[src/rtl/processor_pkg.sv]
// Shared opcode, state and ALU encodings for the Lab B processor.
// Imported by the control unit, datapath, IR and benches.
package processor_pkg;

    localparam logic [3:0] OP_NOOP  = 4'd0;
    localparam logic [3:0] OP_STORE = 4'd1;
    localparam logic [3:0] OP_LOAD  = 4'd2;
    localparam logic [3:0] OP_ADD   = 4'd3;
    localparam logic [3:0] OP_SUB   = 4'd4;
    localparam logic [3:0] OP_HALT  = 4'd5;

    typedef enum logic [3:0] {
        S_INIT   = 4'd0,
        S_FETCH  = 4'd1,
        S_DECODE = 4'd2,
        S_NOOP   = 4'd3,
        S_LOAD_A = 4'd4,
        S_LOAD_B = 4'd5,
        S_STORE  = 4'd6,
        S_ADD    = 4'd7,
        S_SUB    = 4'd8,
        S_HALT   = 4'd9
    } state_t;

    localparam logic [2:0] ALU_PASS = 3'd0;
    localparam logic [2:0] ALU_ADD  = 3'd1;
    localparam logic [2:0] ALU_SUB  = 3'd2;

endpackage

[src/rtl/control_unit.sv]
// Moore sequencer for the Lab B datapath: fetch, decode, execute.
// State register is the only storage; outputs depend on state and IR.
module control_unit
    import processor_pkg::*;
#(
    parameter int OP_W   = 4,
    parameter int ADDR_W = 8
) (
    input  logic              clock,
    input  logic              clear,
    input  logic [15:0]       instruction,
    output logic              pc_clr,
    output logic              pc_up,
    output logic              ir_clr,
    output logic              ir_ld,
    output logic [ADDR_W-1:0] d_addr,
    output logic              d_wr,
    output logic              rf_s,
    output logic [3:0]        rf_ra_addr,
    output logic [3:0]        rf_rb_addr,
    output logic [3:0]        rf_w_addr,
    output logic              rf_w_wr,
    output logic [2:0]        alu_s0,
    output logic [3:0]        state
);

    state_t st_q;
    state_t st_d;

    logic [OP_W-1:0] op;

    assign op    = instruction[15:16-OP_W];
    assign state = st_q;

    always_ff @(posedge clock) begin
        if (clear)
            st_q <= S_INIT;
        else
            st_q <= st_d;
    end

    always_comb begin
        st_d       = st_q;
        pc_clr     = 1'b0;
        pc_up      = 1'b0;
        ir_clr     = 1'b0;
        ir_ld      = 1'b0;
        d_addr     = '0;
        d_wr       = 1'b0;
        rf_s       = 1'b0;
        rf_ra_addr = 4'd0;
        rf_rb_addr = 4'd0;
        rf_w_addr  = 4'd0;
        rf_w_wr    = 1'b0;
        alu_s0     = ALU_PASS;

        unique case (st_q)
            S_INIT: begin
                pc_clr = 1'b1;
                ir_clr = 1'b1;
                st_d   = S_FETCH;
            end
            S_FETCH: begin
                ir_ld = 1'b1;
                pc_up = 1'b1;
                st_d  = S_DECODE;
            end
            S_DECODE: begin
                // Unassigned opcodes fall through to NOOP
                unique case (1'b1)
                    op == OP_STORE: st_d = S_STORE;
                    op == OP_LOAD:  st_d = S_LOAD_A;
                    op == OP_ADD:   st_d = S_ADD;
                    op == OP_SUB:   st_d = S_SUB;
                    op == OP_HALT:  st_d = S_HALT;
                    default:        st_d = S_NOOP;
                endcase
            end
            S_NOOP: begin
                st_d = S_FETCH;
            end
            S_LOAD_A: begin
                d_addr    = instruction[11:4];
                rf_s      = 1'b1;
                rf_w_addr = instruction[3:0];
                st_d      = S_LOAD_B;
            end
            S_LOAD_B: begin
                d_addr    = instruction[11:4];
                rf_s      = 1'b1;
                rf_w_addr = instruction[3:0];
                rf_w_wr   = 1'b1;
                st_d      = S_FETCH;
            end
            S_STORE: begin
                d_addr     = instruction[7:0];
                rf_ra_addr = instruction[11:8];
                alu_s0     = ALU_PASS;
                d_wr       = 1'b1;
                st_d       = S_FETCH;
            end
            S_ADD: begin
                rf_ra_addr = instruction[11:8];
                rf_rb_addr = instruction[7:4];
                rf_w_addr  = instruction[3:0];
                alu_s0     = ALU_ADD;
                rf_w_wr    = 1'b1;
                st_d       = S_FETCH;
            end
            S_SUB: begin
                rf_ra_addr = instruction[11:8];
                rf_rb_addr = instruction[7:4];
                rf_w_addr  = instruction[3:0];
                alu_s0     = ALU_SUB;
                rf_w_wr    = 1'b1;
                st_d       = S_FETCH;
            end
            S_HALT: begin
                st_d = S_HALT;
            end
            default: begin
                st_d = S_INIT;
            end
        endcase
    end

endmodule

[config.mk]
export PLATFORM = sky130hd
export DESIGN_NAME = control_unit
export DESIGN_NICKNAME = d
export VERILOG_FILES = /design/src/rtl/processor_pkg.sv /design/src/rtl/control_unit.sv
export SDC_FILE = /design/constraint.sdc
export NUM_CORES = 1
export LEC_CHECK = 0
export CAP_MARGIN = 20
export CORE_MARGIN = 5
export CORE_UTILIZATION = 31
export CTS_CLUSTER_DIAMETER = 60
export DETAILED_ROUTE_END_ITERATION = 10
export PLACE_DENSITY = 0.9
export RECOVER_POWER = 25
export SYNTH_ARGS = -nofsm -noshare
export SYNTH_HDL_FRONTEND = slang
export SYNTH_SLANG_ARGS = --single-unit
[constraint.sdc]
create_clock -name clock -period 2.67 [get_ports clock]
set_clock_uncertainty 0.15 [all_clocks]
set_input_delay 0.534 -clock clock [delete_from_list [all_inputs] [get_ports clock]]
set_output_delay 0.534 -clock clock [all_outputs]
set_load 0.01 [all_outputs]
# == Word level (Yosys, flattened, before mapping) ==
# Index checks and enable logic that the tools add are counted.
# op_classes
n_eq_ne,14
muxes,12
reduce_logical,7
# ops
cell,n
$pmux W4 S5,2
$eq A4 B3 Y1 const B,6
$eq A4 B2 Y1 const B,4
$pmux W8 S2,1
$mux W4,3
$eq A4 B1 Y1 const B,2
$eq A4 B4 Y1 const B,2
$reduce_or A3 Y1,2
$reduce_or A6 Y1,1
$mux W1,5
$logic_not A4 Y1,1
$pmux W2 S2,1
$reduce_or A2 Y1,2
$reduce_or A4 Y1,1
# word_totals
ff_bits,4
in_bits,18
output_inout_bits,34
word_cells,34

# == Longest topological paths before layout ==
# Gate-level depths: netlist of the first run.
# logic_depth
depth_word,3
depth_mapped,4

# == Worst setup path before layout of the first run ==
# No wires, ideal clock.
# synth_path
kind,flip-flop to output port
startpoint,register st_q[1] (netlist: state[1])
endpoint,output port pc_up
arrival_ns,1.384
slack_ns,0.602
path_stages_with_launch,5
path_buffers,2
path_cell_list,dfxtp_1 > buf_2 > nor2b_1 > nor3b_1 > buf_4
# synth_via
elab_chain_len,2
# synth_rtl
item,line_no,rtl
"start, declared",control_unit.sv:27,state_t st_q;
"start signal, assigned",control_unit.sv:39,st_q <= st_d;
$eq A4 B1 Y1,--,
$mux W1,--,
"end, declared",control_unit.sv:13,"output logic pc_up,"
# No other way between the ends.

# == Final worst setup path of the first run ==
# layout_path
startpoint,register st_q[3] (netlist: state[3])
endpoint,output port d_addr[0]
# layout_via
elab_chain_len,3
# layout_rtl
item,line_no,rtl
$eq A4 B3 Y1,control_unit.sv:57,unique case (st_q)
$reduce_or A2 Y1 (no source line),--,
$pmux W8 S2 *,control_unit.sv:57,
"end, declared",control_unit.sv:16,"output logic [ADDR_W-1:0] d_addr,"
# Mark *: on every way between the ends. The rest lies on a longest branch, timed or not.

==> flow_summary.json, run 1 <==
{
  "drc": 0,
  "cp_slowest_cell": "clkdlybuf4s50_1",
  "ys_seq_elements": 4,
  "largest_reg_flops": 4,
  "critPathArrivalTime_ns": 1.84,
  "die_w_um": 51.7,
  "cts_tree": "done",
  "hp-class": "register to register",
  "nets": 136,
  "wl_um": 1960,
  "synth_area_leaders": "dfxtp_1 15%, a22o_1 13%, and2_1 9.3%",
  "grt_max_degree": 14,
  "synth_ff_type": "dfxtp_1",
  "io_pins": 52,
  "seq_area_frac_synth_pct": 14.8,
  "yosysTopAreaCell": "dfxtp_1",
  "end_kind": "output port",
  "nFillCells": 142,
  "power.density_nw_per_um2": 252,
  "r2r_slack_ns": 1.15,
  "ys_types": 33,
  "syn-num-nets": 84,
  "htree_levels": 1,
  "ir_drop_v": 0.000220,
  "seqCellArea_um2": 83.8,
  "syn2layout_area_growth_pct": 98.4,
  "grt_util_all_layers_pct": 14.5,
  "root_buffer": "clkbuf_4",
  "synth_cells": 66,
  "cp-start-kind": "register",
  "vias": 681,
  "synth_area_um2": 539,
  "drive_above_1_share_pct": 14.7,
  "antenna_found_initial": 0,
  "gp_congestion": 0.718,
  "fin_crit_sh_pct": 94.7,
  "drtPass1Iterations": 4,
  "avgSynthCellArea_um2": 8.17,
  "critPathKind": "register to output port",
  "drv_cap": 0,
  "grt_pass1_wl_um": 2930,
  "die_area_um2": 2670,
  "timing.rr.start": "state[1]",
  "timing.rr.end": "state[3]",
  "outcome": "finished, final reports clean",
  "multi_input_comb_area_um2": 404,
  "clk_path_buf_depth": 2,
  "cts_hold_buf": 0,
  "crit_chain": "buf_4 -> nand2b_1 -> nor2_1 -> buf_4 -> a22o_1 -> clkdlybuf4s50_1",
  "worstSetupStartpoint": "state[3]",
  "rows": 15,
  "reg2reg_depth": 3,
  "start_util_pct": 31.9,
  "cts.clk_slew.worst_paths_ns": 0.04,
  "crit_buf_inv": 3,
  "hold_viol": 0,
  "max_freq_ghz": 0.396,
  "grt_pass1_vias": 639,
  "die_h_um": 51.7,
  "cp.depth": 6,
  "leakage_nw": 0.472,
  "antenna_left": 0,
  "cpPeakStageDelay_ns": 0.53,
  "clock_latency_ns": 0.23,
  "yosys.area.top_type_share_pct": 14.8,
  "crit_family": "buffers and inverters",
  "overflow": 0,
  "crit_end": "d_addr[0]",
  "antennaDiodeCount": 0,
  "setup-violations-final": 0,
  "via_per_inst": 5.12,
  "rsz0062_at_grt": "no",
  "tns_ns": 0,
  "hpwl_um": 1650,
  "crit_fanout": 9,
  "final_cells": 133,
  "wl_per_cell_um": 14.7,
  "dp_cells": 130,
  "required_ns": 1.99,
  "post_cts_buffers": 0,
  "numPortBuffers": 50,
  "synth-edff-count": 0,
  "ys_warn_count": 0,
  "synthArstFlopShare_pct": 0,
  "slew_viol_final": 0,
  "cts_made_buffers": 3,
  "core_region_area_um2": 1690,
  "layout_min_cycle_time_ns": 2.53,
  "cts_sinks": 4,
  "crit_top_cell": "buf_4",
  "drt_first_iter_violations": 8
}
layout make-up:
| class | count | area share, % |
|---|---|---|
| Timing Repair Buffer | 54 | 50.3 |
| Tap cell | 17 | 1.99 |
| Clock buffer | 3 | 2.11 |
| Multi-Input combinational cell | 55 | 37.8 |
| Sequential cell | 4 | 7.84 |
cells in the final DEF, fill, tap and decap left out, types with 2 or more instances in the layout:
cell	n
dfxtp_2	3
nor2b_1	7
nor2_1	3
a21oi_1	3
and2_1	8
dlymetal6s2s_1	3
o21ai_0	2
dlygate4sd3_1	4
clkdlybuf4s50_1	43
buf_4	4
clkbuf_4	3
a21o_1	2
a22o_1	8
cells in the mapped netlist (2+ instances only):
| cell type | instances |
|---|---|
| buf_4 | 3 |
| and2_1 | 8 |
| dfxtp_1 | 4 |
| nor2_1 | 3 |
| o21ai_0 | 2 |
| a21oi_1 | 3 |
| a22o_1 | 8 |
| buf_2 | 3 |
| nor2b_1 | 7 |
| a21o_1 | 2 |
per-stage QoR:
stage               instance area (um^2)  util [%]  total power, mW  hold slack (ns)  setup slack [ns]
detailed placement                  1040      61.7            0.198            0.499             0.207
finish                              1070      63.3            0.270            0.491             0.142
CTS                                 1070      63.1            0.275            0.504           0.00584
global route                        1070      63.3            0.291            0.518            0.0142
floorplan                            539         -            0.135            0.449             0.602
global placement                    1040      61.7            0.195            0.485             0.264
routing by layer:
metal	wire (um)	GRT usage [%]	up-vias
met3	75	1.15	4
met4	42	7.42	0
li1	-	-	345
met2	1080	28.2	21
met1	765	15.2	311
met5	0	0	-
logic make-up after synthesis:
logic type      Yosys count  share of synthesized area, %
other cells               1                         0.695
buf+inv                   7                          9.05
xor+xnor                  1                          1.62
flops                     4                          14.8
simple gates             33                          44.8
compound gates           20                          29.0
worst register-to-register path, cell delays in order (launching register included):
cell	delay [ns]
dfxtp_2	0.48
nand2b_4	0.09
or4_4	0.47
a211oi_1	0.23
report_power, final:
group / internal [mW] / switching [mW] / total [mW]
Sequential: 0.0657 / 0.0158 / 0.0814
Clock: 0.0501 / 0.0226 / 0.0727
Combinational: 0.0722 / 0.0437 / 0.116
repair_timing:
action	in CTS	in global routing
gates cloned	0	0
pin swaps	0	1
setup endpoints to repair	2	22
resized for setup	1	7
hold endpoints to repair	0	0
how the worst min path moves through the flow:
stage,start,to,depth (start not counted)
floorplan,clear,state[3],1
detailed placement,state[3],state[2],2
global placement,state[3],state[2],2
global route,state[2],state[3],2
CTS,state[3],state[2],2
finish,state[2],state[3],2
(Power assumes the default switching activity.)
==> run 2: changes to the inputs <==
--- a/config.mk
+++ b/config.mk
@@ -6,4 +6,5 @@
 export NUM_CORES = 1
 export LEC_CHECK = 0
+export ABC_CLOCK_PERIOD_IN_PS = 2670
 export CAP_MARGIN = 20
 export CORE_MARGIN = 5
--- a/constraint.sdc
+++ b/constraint.sdc
@@ -3,3 +3,3 @@
 set_input_delay 0.534 -clock clock [delete_from_list [all_inputs] [get_ports clock]]
 set_output_delay 0.534 -clock clock [all_outputs]
-set_load 0.01 [all_outputs]
+set_load 0.1 [all_outputs]
==> run 2 against run 1 <==
Against the previous run:
- die area stayed put
- via count rose by 15%
- flip-flop and latch count is the same
- first-iteration DRC count increased to 4.9 times the previous value
- combinational power grew 150%
==> flow_summary.json, run 2 (synthesis results as in run 1) <==
{
  "drtPass1Iterations": 4,
  "antennaDiodeCount": 0,
  "layout_common_cells": "27 x buf_12, 16 x clkdlybuf4s50_1, 8 x and2_4, 8 x a22o_4, 5 x nor2b_4",
  "antenna_found_initial": 0,
  "worst_pin_slew_ns": 1.20,
  "grt_pass1_wl_um": 4560,
  "antenna_left": 0,
  "totalPowerFinal_mw": 0.453,
  "slew_viol_final": 0,
  "rsz0062_at_grt": "no",
  "syn2layout_area_growth_pct": 169,
  "die_area_um2": 2670,
  "end_kind": "output port",
  "detailedPlace.worstSlack_ns": 0.430,
  "leakage_nw": 0.596,
  "root_buffer": "clkbuf_4",
  "place_area_um2": 1460,
  "drc": 0,
  "vias": 783,
  "fin_crit_sh_pct": 91.0,
  "wl_um": 3040,
  "hold_ws_ns": 0.422,
  "grtUsageMet3_pct": 4.01,
  "clock_latency_ns": 0.25,
  "numPortBuffers": 50,
  "nFillCells": 79,
  "post_cts_buffers": 0,
  "overflow": 0,
  "htree_levels": 1,
  "cp-start-kind": "register",
  "io_pins": 52,
  "drv_cap": 0,
  "max_freq_ghz": 0.412,
  "ir_drop_v": 0.000235,
  "cts_sinks": 4,
  "wl_per_cell_um": 23.6,
  "largest_reg_flops": 4,
  "hold_viol": 0,
  "top_usage_layer": "met2",
  "postLayoutSetupSlackWorst_ns": 0.240,
  "cts_hold_buf": 0,
  "final_common_cell": "buf_12",
  "layout_min_cycle_time_ns": 2.43,
  "core_region_area_um2": 1690,
  "required_ns": 1.99,
  "grt_util_all_layers_pct": 24.6,
  "via_per_inst": 6.07,
  "die_w_um": 51.7,
  "post-route-util_pct": 86.0,
  "cts_made_buffers": 3,
  "outcome": "finished, final reports clean",
  "nets": 132,
  "hpwl_um": 2260,
  "grt_util_met1_pct": 26.0,
  "critPathArrivalTime_ns": 1.75,
  "crit_fanout": 13,
  "drt_first_iter_violations": 39,
  "grt_max_degree": 14,
  "met2_usage_pct": 44.7,
  "max-slew-margin-rel_pct": 20.3,
  "gp_congestion": 0.687,
  "die_h_um": 51.7,
  "setup-violations-final": 0,
  "rows": 15,
  "start_util_pct": 31.9,
  "cts_resized": 0,
  "drive_above_1_share_pct": 62.5,
  "cts_tree": "done",
  "critPathKind": "register to output port",
  "grt_pass1_vias": 773,
  "power.density_nw_per_um2": 312,
  "cts.clk_slew.worst_paths_ns": 0.05,
  "design_area_um2": 1450,
  "clk_path_buf_depth": 2,
  "hp-class": "register to register"
}
## run 2: changes by cell type in the layout (fill, tap and decap cells not counted), sizes merged
cell           change
clkdlybuf4s50     -27
dlygate4sd3        -3
buf               +23
dlymetal6s2s       -3
clkbuf             +6
## run 2: final timing paths
kind / start / to / slack, ns / depth (start not counted)
setup / recovery: state[1] / rf_w_addr[1] / 0.24 / 4
setup reg to reg: state[1] / state[3] / 1.09 / 3
hold reg to reg: state[2] / state[3] / 0.42 / 1
hold / removal: state[2] / state[3] / 0.42 / 1
## run 2: where the power goes
group          leakage, nW  switching [mW]  internal (mW)
clock network       0.0138          0.0308         0.0507
logic                0.547           0.195         0.0899
registers           0.0355          0.0222         0.0642
total                0.596           0.248          0.205
## run 2: through the flow
stage,setup TNS [ns],instances
after floorplan,-7.17,66
final,0,129
after CTS,0,129
after detailed placement,0,126
after global placement,0,126
after global routing,0,129
## run 2: worst max-delay path, cell delays in order (launching register included)
cell and delay (ns):
dfxtp_4 0.41, nor4b_4 0.51, a21oi_2 0.20, nor2b_4 0.18, buf_12 0.18
## run 2: per-layer routing
layer	part of all wire (%)	vias to the layer above
li1	-	338
met1	32	382
met2	58	48
met3	5.1	15
met4	4.8	0
met5	0	-
## run 2: cell type report
cell class	count	area (um^2)	share of cell area (%)
timing repair buffer	50	736	50.6
multi-input combinational	55	578	39.8
sequential	4	95.1	6.55
clock buffer	3	22.5	1.55
tap	17	21.3	1.46
